File: src/rtl/song_sequencer_if.sv
// song_sequencer_if: control pulses in, registered note stream and status out.
interface song_sequencer_if;
    logic       play;
    logic       pause;
    logic       stop;
    logic [4:0] note;
    logic [5:0] step_idx;
    logic       playing;
    logic       paused;
    logic       done;
    modport master(output play, pause, stop, input note, step_idx, playing, paused, done);
    modport slave(input play, pause, stop, output note, step_idx, playing, paused, done);
endinterface

File: src/rtl/song_sequencer.sv
// song_sequencer: steps a fixed 30-note melody ROM at a fixed tempo with play/pause/stop,
// end-of-song done pulse, optional looping and a re-attack gap between equal notes.
module song_sequencer #(
    parameter int TICK_CYCLES = 25000000,
    parameter int GAP_CYCLES  = 2000000,
    parameter bit LOOP        = 1'b0
) (
    input logic clk,
    input logic rst,
    song_sequencer_if.slave bus
);
    localparam int TW = $clog2(TICK_CYCLES);
    localparam logic [TW-1:0] T_LAST = TW'(TICK_CYCLES - 1);
    localparam logic [TW-1:0] T_GAP  = TW'(TICK_CYCLES - GAP_CYCLES);
    typedef enum logic [1:0] {IDLE, PLAY, PAUSED} state_t;
    state_t state, state_n;
    logic [TW-1:0] tcnt, tcnt_n;
    logic [4:0] idx, idx_n, note_n;
    logic done_n, wrap, last;
    function automatic logic [4:0] rom(input logic [4:0] a);
        case (a)
            5'd0, 5'd1, 5'd2, 5'd16, 5'd17, 5'd18:               rom = 5'd7;
            5'd3, 5'd8, 5'd9, 5'd15, 5'd19, 5'd24, 5'd25:        rom = 5'd8;
            5'd4, 5'd5, 5'd7, 5'd14, 5'd20, 5'd21, 5'd23:        rom = 5'd9;
            5'd6, 5'd12, 5'd13, 5'd22:                           rom = 5'd10;
            5'd10, 5'd11, 5'd26, 5'd27, 5'd28, 5'd29:            rom = 5'd6;
            default:                                             rom = 5'd31;
        endcase
    endfunction
    // Silence the tail of a step when the next step repeats the same pitch.
    function automatic logic [4:0] note_for(input logic [4:0] a, input logic [TW-1:0] t);
        logic [4:0] c, nx;
        c  = rom(a);
        nx = rom(a + 5'd1);
        note_for = (c != 5'd0 && c != 5'd31 && nx == c && t >= T_GAP) ? 5'd0 : c;
    endfunction
    assign wrap = tcnt == T_LAST;
    assign last = rom(idx + 5'd1) == 5'd31;
    always_comb begin
        state_n = state;
        tcnt_n  = tcnt;
        idx_n   = idx;
        done_n  = 1'b0;
        if (bus.stop) begin
            state_n = IDLE;
            tcnt_n  = '0;
            idx_n   = '0;
        end else if (state == IDLE) begin
            state_n = bus.play ? PLAY : IDLE;
            tcnt_n  = '0;
            idx_n   = '0;
        end else if (state == PLAY) begin
            tcnt_n  = wrap ? '0 : tcnt + 1'b1;
            idx_n   = !wrap ? idx : last ? 5'd0 : idx + 5'd1;
            state_n = bus.pause ? PAUSED : PLAY;
            if (wrap && last && !LOOP) begin
                state_n = IDLE;
                done_n  = 1'b1;
            end
        end else begin
            state_n = (bus.pause || bus.play) ? PLAY : PAUSED;
        end
        note_n = state_n == PLAY ? note_for(idx_n, tcnt_n) : 5'd0;
    end
    always_ff @(posedge clk or posedge rst) begin
        if (rst) begin
            state       <= IDLE;
            tcnt        <= '0;
            idx         <= '0;
            bus.note    <= '0;
            bus.playing <= 1'b0;
            bus.paused  <= 1'b0;
            bus.done    <= 1'b0;
        end else begin
            state       <= state_n;
            tcnt        <= tcnt_n;
            idx         <= idx_n;
            bus.note    <= note_n;
            bus.playing <= state_n == PLAY;
            bus.paused  <= state_n == PAUSED;
            bus.done    <= done_n;
        end
    end
    assign bus.step_idx = {1'b0, idx};
endmodule
File: src/flat_wrapper.sv
// flat-port wrapper written by rule: the top's interface ports become plain ports
module song_sequencer_flat 
#(
    parameter int TICK_CYCLES = 25000000,
    parameter int GAP_CYCLES  = 2000000,
    parameter bit LOOP        = 1'b0
)
  (clk, rst, bus_play, bus_pause, bus_stop, bus_note, bus_step_idx, bus_playing, bus_paused, bus_done);
  song_sequencer_if bus_i ();
  input logic clk;
  input logic rst;
  input wire logic [$bits(bus_i.play)-1:0] bus_play;
  input wire logic [$bits(bus_i.pause)-1:0] bus_pause;
  input wire logic [$bits(bus_i.stop)-1:0] bus_stop;
  output wire logic [$bits(bus_i.note)-1:0] bus_note;
  output wire logic [$bits(bus_i.step_idx)-1:0] bus_step_idx;
  output wire logic [$bits(bus_i.playing)-1:0] bus_playing;
  output wire logic [$bits(bus_i.paused)-1:0] bus_paused;
  output wire logic [$bits(bus_i.done)-1:0] bus_done;
  assign bus_i.play = bus_play;
  assign bus_i.pause = bus_pause;
  assign bus_i.stop = bus_stop;
  assign bus_note = bus_i.note;
  assign bus_step_idx = bus_i.step_idx;
  assign bus_playing = bus_i.playing;
  assign bus_paused = bus_i.paused;
  assign bus_done = bus_i.done;
  song_sequencer #(.TICK_CYCLES(TICK_CYCLES), .GAP_CYCLES(GAP_CYCLES), .LOOP(LOOP)) u_core (.clk(clk), .rst(rst), .bus(bus_i));
endmodule
File: config.mk
export PLATFORM = sky130hd
export DESIGN_NAME = song_sequencer_flat
export DESIGN_NICKNAME = d
export VERILOG_FILES = /design/src/rtl/song_sequencer_if.sv /design/src/rtl/song_sequencer.sv /design/src/flat_wrapper.sv
export SDC_FILE = /design/constraint.sdc
export NUM_CORES = 1
export LEC_CHECK = 0
export BUFFER_PORTS_ARGS = -buffer_cell sky130_fd_sc_hd__buf_2
export CORE_AREA = 2 2 101 74
export CTS_BUF_LIST = sky130_fd_sc_hd__clkbuf_4
export CTS_CLUSTER_DIAMETER = 200
export DETAILED_ROUTE_END_ITERATION = 10
export DIE_AREA = 0 0 103 76
export PLACE_DENSITY = 0.67
export SYNTH_ARGS = -nofsm -noshare
export SYNTH_HDL_FRONTEND = slang
export SYNTH_SLANG_ARGS = --single-unit
File: constraint.sdc
create_clock -name clk -period 12.4 [get_ports clk]
set_input_delay 0.62 -clock clk [delete_from_list [all_inputs] [get_ports clk]]
set_output_delay 0.62 -clock clk [all_outputs]
set_load 0.01 [all_outputs]
==> results of run 1 <==
-- cells by family after synthesis --
kind of cell | after synthesis | share of synthesized area (%)
and+or+nand+nor | 185 | 31.2
AOI/OAI and AO/OA | 92 | 19.1
DFF | 40 | 29.6
buffers and inverters | 30 | 4.81
xor gates and xnor gates | 25 | 6.48
adders and majority gates | 17 | 6.29
muxes | 8 | 2.37
other | 1 | 0.111
-- per-stage QoR --
| stage | setup WS (ps) | cells | cell area, um2 | util, % |
|---|---|---|---|---|
| CTS | 7280 | 508 | 3580 | 51.4 |
| finish | 7160 | 508 | 3580 | 51.4 |
| global route | 6770 | 508 | 3580 | 51.4 |
| detailed placement | 7340 | 500 | 3500 | 50.3 |
| global placement | 7330 | 500 | 3500 | 50.3 |
| floorplan | 8000 | 398 | 3380 | - |
-- cell type report --
type	instances	area (um2)
fillers	701	3380
multi-input cells	328	2220
flip-flops and latches	40	1000
well taps	98	123
repair buffers	20	108
inverters	14	52.6
clock buffers	6	45.0
clock inverters	2	35.0
-- routing by layer --
metal	share of wire [%]	routed length, um	GRT usage (%)
met5	0	0	0
met4	1.3	119	6.45
met3	8.8	813	4.86
met2	40	3670	32.5
met1	50	4630	42.0
-- power by group through the flow --
stage	registers (mW)	logic [mW]	clock network, mW
2_1_floorplan	0.136	0.0118	0
3_3_place_gp	0.137	0.0171	0
3_5_place_dp	0.137	0.0170	0
4_1_cts	0.135	0.0171	0.0935
5_1_grt	0.135	0.0192	0.0999
6_report	0.135	0.0169	0.0923
-- worst reg2reg max path: stages, from the launching register on --
cell,delay [ps]
dfrtp_1,510
nand3_1,240
or4_1,790
nor3_4,500
mux2i_1,190
nor2_1,640
ha_1,300
inv_1,70
o31a_2,410
o21ai_0,370
and3b_1,230
nor3b_2,60
or3_1,360
a211oi_2,320
a21oi_1,130
-- final timing paths --
check | to | slack, ps | from
worst max register to register | u_core.bus.note[3] | 7160 | u_core.tcnt[22]
min in group clk | u_core.bus.playing | 480 | bus_stop
worst max-delay path | u_core.bus.note[3] | 7160 | u_core.tcnt[22]
worst min-delay path | u_core.idx[0] | 350 | rst
max in group asynchronous | u_core.idx[3] | 11680 | rst
worst min register to register | u_core.tcnt[1] | 620 | u_core.tcnt[1]
-- state kept, by name, indices dropped and copies added (netlist names) --
register and cells:
u_core.idx 5, u_core.bus.done 1, u_core.state 2, u_core.bus.playing 1
u_core.tcnt 25, u_core.bus.note 5, u_core.bus.paused 1
-- cell usage in the layout (no fill, tap or decap), drive strengths merged, types with 3 or more instances in the layout --
cell type / synthesis / routed
o21a: 3 / 3
clkbuf: 8 / 6
nand4b: 8 / 8
or3: 6 / 6
a32oi: 3 / 3
buf: 8 / 20
nor2: 46 / 46
nor3: 12 / 12
a41oi: 3 / 3
or4: 7 / 7
nor4: 9 / 9
nor2b: 4 / 4
nand3b: 3 / 3
and3: 8 / 8
mux2i: 8 / 8
xnor2: 10 / 10
xor2: 15 / 15
ha: 17 / 17
a21o: 4 / 4
and2: 4 / 4
nand4: 12 / 12
inv: 14 / 14
o211ai: 6 / 6
a31oi: 11 / 11
nand2b: 3 / 3
nand3: 12 / 12
o311ai: 3 / 3
o31ai: 3 / 3
a211oi: 4 / 4
dfrtp: 40 / 40
o21ai: 23 / 23
nand2: 35 / 35
a21oi: 14 / 14
==> results.json, run 1 <==
{
  "p_sw_share_pct": 25.5,
  "status": "complete, no violations",
  "slew_headroom_pct": 35.4,
  "avgRoutedWirePerCell_um": 18.2,
  "first_global_vias": 3077,
  "end_kind": "register",
  "vias": 3205,
  "grt_pass1_wl_um": 15800,
  "gr-total-overflow": 0,
  "finClkSkew_ps": 18.1,
  "core_area_um2": 6960,
  "root_buffer": "clkbuf_4",
  "drv_cap": 0,
  "rows": 26,
  "tightest_slew_ps": 962,
  "synthesis.nets": 420,
  "setup_violations": 0,
  "cts_max_path_buffers": 2,
  "hold_violations": 0,
  "initial_core_util_pct": 48.5,
  "drt_iter0_drc": 302,
  "rsz0062_at_grt": "no",
  "wirelength_um": 9240,
  "synth_cells": 398,
  "cp_data_required_time_ps": 12630,
  "min_period_ps": 5240,
  "drive_above_1_share_pct": 12.2,
  "viasPerCell": 6.31,
  "total_switching_power_mw": 0.0622,
  "antenna_found_initial": 0,
  "path_delay_family": "simple AND/OR/NAND/NOR gates",
  "antennaDiodeCount": 0,
  "clock_latency_ps": 370,
  "crit_chain": "nand3_1, or4_1, nor3_4, mux2i_1, nor2_1, ha_1, inv_1, o31a_2, o21ai_0, and3b_1, nor3b_2, or3_1, a211oi_2, a21oi_1",
  "cts_tree": "done",
  "crit_cells": 14,
  "start_kind": "register",
  "leakage_nw": 1.38,
  "power_frac_comb_pct": 6.9,
  "path_buf_inv": 1,
  "sequentialPowerShare_pct": 55.2,
  "fin_crit_sh_pct": 42.2,
  "dr.pass1.iters": 5,
  "synthArstFlopShare_pct": 100,
  "synth_area_leaders": "dfrtp_1 (30%), ha_1 (6.3%), nor2_1 (5.1%)",
  "critPathMaxStageDelay_ps": 790,
  "ios": 19,
  "synth_enable_flop_cells": 0,
  "worstPathArrival_ps": 5470,
  "drc": 0,
  "ys.warnings.count": 0,
  "cts.clk_slew.worst_paths_ps": 140,
  "die_w_um": 103,
  "ant_nets": 0,
  "pwr-share-clk_pct": 37.8,
  "p_per_area_nw_per_um2": 68.1,
  "tns_ps": 0,
  "nets": 431,
  "p_int_mw": 0.182,
  "ys_ff_latch": 40,
  "dieArea_um2": 7830,
  "dpl.hpwl_um": 6740,
  "crit_fanout": 11,
  "power.total_mw": 0.244,
  "ys.flop_type": "dfrtp_1",
  "portBuffers": 17,
  "min_path_type": "in -> async",
  "slew_viol_final": 0,
  "syn_to_final_growth_pct": 5.92,
  "yosysSeqAreaShare_pct": 29.6,
  "r2r.worst_path.cells": 14,
  "ir_drop_v": 0.0000434,
  "clock_sink_count": 40,
  "synth_cell_type_count": 74,
  "ys_top_cells_by_count": "nor2_1 (46), dfrtp_1 (40), nand2_1 (35)",
  "synth.largest_area_cell": "dfrtp_1",
  "avgSynthCellArea_um2": 8.49,
  "whs_ps": 351,
  "netlist_area_um2": 3380,
  "htree_levels": 2,
  "grt_max_degree": 41,
  "die_y_um": 76,
  "post_cts_buffers": 0,
  "yosysMostFrequentCell": "nor2_1",
  "synth_top_area_share_pct": 29.6,
  "track_usage_pct": 25.2,
  "crit_type": "reg -> reg",
  "cts_resized": 0,
  "postCtsHoldBufs": 0,
  "cp_slowest_cell": "or4_1",
  "max_freq_mhz": 191,
  "cts_buffers": 5,
  "place_congestion": 0.933
}
(Power assumes the default switching activity.)
==> run 2: changes to the inputs <==
- clock period: 12.4 -> 5.07 ns (I/O delays scaled with it)
==> run 2 against run 1 <==
Against the previous run:
- register-to-register slack lost 6700 ps
- clock-buffer cell count shrank 1
- combinational power grew to 2.5 times the previous value
- worst setup slack lost 6700 ps
- utilization grew 0.92 points
- critical path type unchanged
==> results.json, run 2 (synthesized netlist as in run 1, its figures left out) <==
{
  "drv_cap": 0,
  "grt_pass1_wl_um": 14800,
  "avgRoutedWirePerCell_um": 17.2,
  "antenna_found_initial": 0,
  "power.total_mw": 0.579,
  "slew_headroom_pct": 27.8,
  "wirelength_um": 8900,
  "gr-usage-met2_pct": 31.3,
  "max_freq_mhz": 215,
  "crit_fanout": 13,
  "reg_top3": "u_core.tcnt (25), u_core.bus.note (5), u_core.idx (5)",
  "fill_cells": 687,
  "cts.clk_slew.worst_paths_ps": 130,
  "place_congestion": 0.941,
  "leakage_nw": 1.42,
  "drc": 0,
  "final_common_cell": "nor2_1",
  "drt_iter0_drc": 311,
  "largest_reg_flops": 25,
  "antennaDiodeCount": 0,
  "vias": 3175,
  "slew_viol_final": 0,
  "core_area_um2": 6960,
  "dpl.hpwl_um": 6620,
  "most-common-layout-cells": "nor2_1 (46), dfrtp_1 (39), nand2_1 (35), o21ai_0 (20)",
  "finClkSkew_ps": 22.8,
  "cts_resized": 0,
  "start_kind": "register",
  "fin_crit_sh_pct": 91.8,
  "min_path_type": "in -> async",
  "die_y_um": 76,
  "min_period_ps": 4650,
  "tightest_slew_ps": 1070,
  "rows": 26,
  "grt.busiest_layer": "met1",
  "gr-total-overflow": 0,
  "p_per_area_nw_per_um2": 159,
  "dr.pass1.iters": 5,
  "end_kind": "register",
  "status": "complete, no violations",
  "htree_levels": 2,
  "use_met3_pct": 4.50,
  "r2r.worst_path.cells": 19,
  "root_buffer": "clkbuf_4",
  "initial_core_util_pct": 48.5,
  "cts_max_path_buffers": 2,
  "drive_above_1_share_pct": 13.8,
  "grt_use_met1_pct": 39.6,
  "dieArea_um2": 7830,
  "hold_violations": 0,
  "viasPerCell": 6.14,
  "worstPathArrival_ps": 4870,
  "ir_drop_v": 0.000156,
  "track_usage_pct": 23.7,
  "die_w_um": 103,
  "clock_latency_ps": 360,
  "cts_tree": "done",
  "cts_buffers": 5,
  "post_cts_buffers": 0,
  "ant_nets": 0,
  "first_global_vias": 2843,
  "setup_violations": 0,
  "ios": 19,
  "cp_data_required_time_ps": 5280,
  "syn_to_final_growth_pct": 7.81,
  "postCtsHoldBufs": 0,
  "rsz0062_at_grt": "no",
  "portBuffers": 17,
  "tns_ps": 0,
  "regMostFlops": "u_core.tcnt",
  "clock_sink_count": 40,
  "nets": 440,
  "grt_max_degree": 41,
  "crit_type": "reg -> reg"
}
-- run 2: area by class of cell --
cell class | count | area [um2] | share of cell area, %
Tap cell | 98 | 123 | 3.37
Timing Repair Buffer | 29 | 175 | 4.81
Multi-Input combinational cell | 328 | 2220 | 60.8
Sequential cell | 40 | 1000 | 27.5
Inverter | 14 | 52.6 | 1.44
Clock inverter | 3 | 37.5 | 1.03
Clock buffer | 5 | 37.5 | 1.03
-- run 2: per-stage QoR --
stage | setup WS [ps] | instance area, um2 | hold slack [ps] | instances | util [%]
floorplan | 669 | 3380 | 317 | 398 | -
global placement | 554 | 3570 | 407 | 509 | 51.2
detailed placement | 423 | 3570 | 419 | 509 | 51.2
CTS | 360 | 3640 | 14.6 | 517 | 52.3
global route | 31.4 | 3640 | 43.4 | 517 | 52.3
finish | 415 | 3640 | 3.52 | 517 | 52.3
-- run 2: report_power, final --
part           switching (mW)  internal [mW]  leakage, nW
logic                  0.0298         0.0126        0.831
registers             0.00554          0.323        0.551
clock network           0.107          0.101       0.0403
-- run 2: worst paths after layout --
check	slack, ps	end	start
max in group asynchronous	4690	u_core.idx[0]	rst
min reg2reg	600	u_core.tcnt[1]	u_core.tcnt[1]
min in group clk	140	u_core.tcnt[1]	bus_stop
min	4	u_core.tcnt[11]	rst
max	420	u_core.bus.note[2]	u_core.idx[0]
max reg2reg	420	u_core.bus.note[2]	u_core.idx[0]
-- run 2: per-layer routing --
metal	wire, um	part of all wire, %
met3	635	7.1
met5	0	0
met2	3570	40
met1	4650	52
met4	46	0.52
-- run 2: worst max-delay path, cell delays in order (launching register included) --
cell and delay, ps:
dfrtp_2 500, inv_1 110, ha_1 350, inv_1 100, ha_1 220, nor2b_1 160
o21a_1 170, and3_1 190, o31ai_1 380, nand2_1 160, inv_1 130, ha_1 180
inv_1 60, o31a_2 400, o21ai_0 340, and3b_1 230, nor3b_2 60, or3_1 360
a211oi_2 320, a21oi_1 120
==> run 3: changes to the inputs <==
- REMOVE_ABC_BUFFERS: unset -> 1
==> run 3 against run 2 <==
Against the previous run:
- largest cell class unchanged
- critical path type unchanged
- design area fell by 0.10%
- utilization fell by 0.054 points
- combinational power fell by 1%
- critical endpoint is now u_core.bus.note[4]
- sequential power barely moved
- clock power rose by 7%
- die area did not move
- first-iteration DRC count fell by 29%
==> results.json, run 3 (synthesized netlist as in run 1, its figures left out) <==
{
  "status": "complete, no violations",
  "gr-total-overflow": 0,
  "cts_resized": 0,
  "min_period_ps": 4720,
  "crit_fanout": 5,
  "syn_to_final_growth_pct": 7.70,
  "tns_ps": 0,
  "end_kind": "register",
  "largest_reg_flops": 25,
  "regToRegSetupSlack_ps": 350,
  "final_common_cell": "nor2_1",
  "worstPathArrival_ps": 4940,
  "antenna_found_initial": 0,
  "initial_core_util_pct": 48.5,
  "ios": 19,
  "hold_violations": 0,
  "drive_above_1_share_pct": 13.9,
  "first_global_vias": 2967,
  "track_usage_pct": 23.1,
  "slew_headroom_pct": 43.9,
  "r2r.worst_path.cells": 16,
  "cts_max_path_buffers": 2,
  "drc": 0,
  "clock_sink_count": 40,
  "wirelength_um": 8660,
  "ir_drop_v": 0.0000911,
  "grt_pass1_wl_um": 14800,
  "dpl.hpwl_um": 6450,
  "regMostFlops": "u_core.tcnt",
  "post_cts_buffers": 0,
  "r2r_end": "u_core.bus.note[4]",
  "die_y_um": 76,
  "dieArea_um2": 7830,
  "min_path_type": "in -> async",
  "viasPerCell": 6.17,
  "max_freq_mhz": 212,
  "fin_area_um2": 3640,
  "cp_data_required_time_ps": 5280,
  "rsz0062_at_grt": "no",
  "ant_nets": 0,
  "power.total_mw": 0.593,
  "reg_top3": "u_core.tcnt (25), u_core.bus.note (5), u_core.idx (5)",
  "dp_cells": 507,
  "start_kind": "register",
  "dr.pass1.iters": 5,
  "leakage_nw": 1.42,
  "portBuffers": 17,
  "postCtsHoldBufs": 0,
  "cts_tree": "done",
  "cts_buffers": 5,
  "drt_iter0_drc": 221,
  "setup_violations": 0,
  "drv_cap": 0,
  "fin_util_pct": 52.3,
  "p_per_area_nw_per_um2": 163,
  "fill_cells": 686,
  "htree_levels": 2,
  "cts.clk_slew.worst_paths_ps": 140,
  "antennaDiodeCount": 0,
  "place_congestion": 0.969,
  "root_buffer": "clkbuf_4",
  "tightest_slew_ps": 835,
  "vias": 3179,
  "slew_viol_final": 0,
  "reg2reg_from": "u_core.tcnt[7]",
  "avgRoutedWirePerCell_um": 16.8,
  "die_w_um": 103,
  "clock_latency_ps": 350,
  "rows": 26,
  "placed_area_um2": 3550,
  "finalNonFillerCells": 515,
  "most-common-layout-cells": "nor2_1 (45), dfrtp_1 (40), nand2_1 (35), o21ai_0 (20)",
  "finClkSkew_ps": 20.5,
  "nets": 438,
  "fin_crit_sh_pct": 93.2,
  "crit_type": "reg -> reg",
  "grt_max_degree": 41,
  "core_area_um2": 6960
}
-- run 3: stage by stage --
step	hold WS [ps]	setup WS [ps]
2_1_floorplan	317	690
3_3_place_gp	410	459
3_5_place_dp	418	305
4_1_cts	23.7	257
5_1_grt	50.7	52.8
6_report	6.65	345
-- run 3: routing by layer --
layer	wire length, um	vias up	GRT usage [%]
met4	59	0	3.82
met2	4010	105	35.6
met1	4100	1549	34.8
met5	0	-	0
li1	-	1518	-
met3	485	7	3.39
-- run 3: cell type report --
class	count	area [um2]	share of cell area, %
Tap cell	98	123	3.37
Clock inverter	3	47.5	1.31
Inverter	14	52.6	1.44
Timing Repair Buffer	27	160	4.40
Clock buffer	5	37.5	1.03
Sequential cell	40	1000	27.5
Multi-Input combinational cell	328	2220	60.9
-- run 3: worst max path at each step --
stage	endpoint	from	cells past startpoint	slack [ps]
5_1_grt	u_core.bus.note[4]	u_core.tcnt[7]	17	50
6_report	u_core.bus.note[4]	u_core.tcnt[7]	16	350
3_3_place_gp	u_core.bus.note[0]	u_core.tcnt[7]	15	460
2_1_floorplan	u_core.bus.note[0]	u_core.tcnt[7]	14	690
4_1_cts	u_core.bus.note[4]	u_core.tcnt[7]	15	260
3_5_place_dp	u_core.bus.note[4]	u_core.tcnt[7]	15	300
-- run 3: worst max-delay path, cell delays in order (launching register included) --
cell and delay, ps:
dfrtp_1 450, or4_4 570, nor4_1 680, nand2_1 310, nand2_1 180, o31ai_1 120, nand2_1 140, inv_1 90
ha_1 220, inv_1 80, ha_1 300, ha_1 270, and4b_1 210, a2111oi_0 420, a211oi_1 160, a211oi_2 270
a21oi_1 120
-- run 3: report_power, final --
part	switching (mW)	leakage, nW	internal, mW
Combinational	0.0293	0.819	0.0126
Sequential	0.00504	0.553	0.323
Clock	0.117	0.0454	0.106
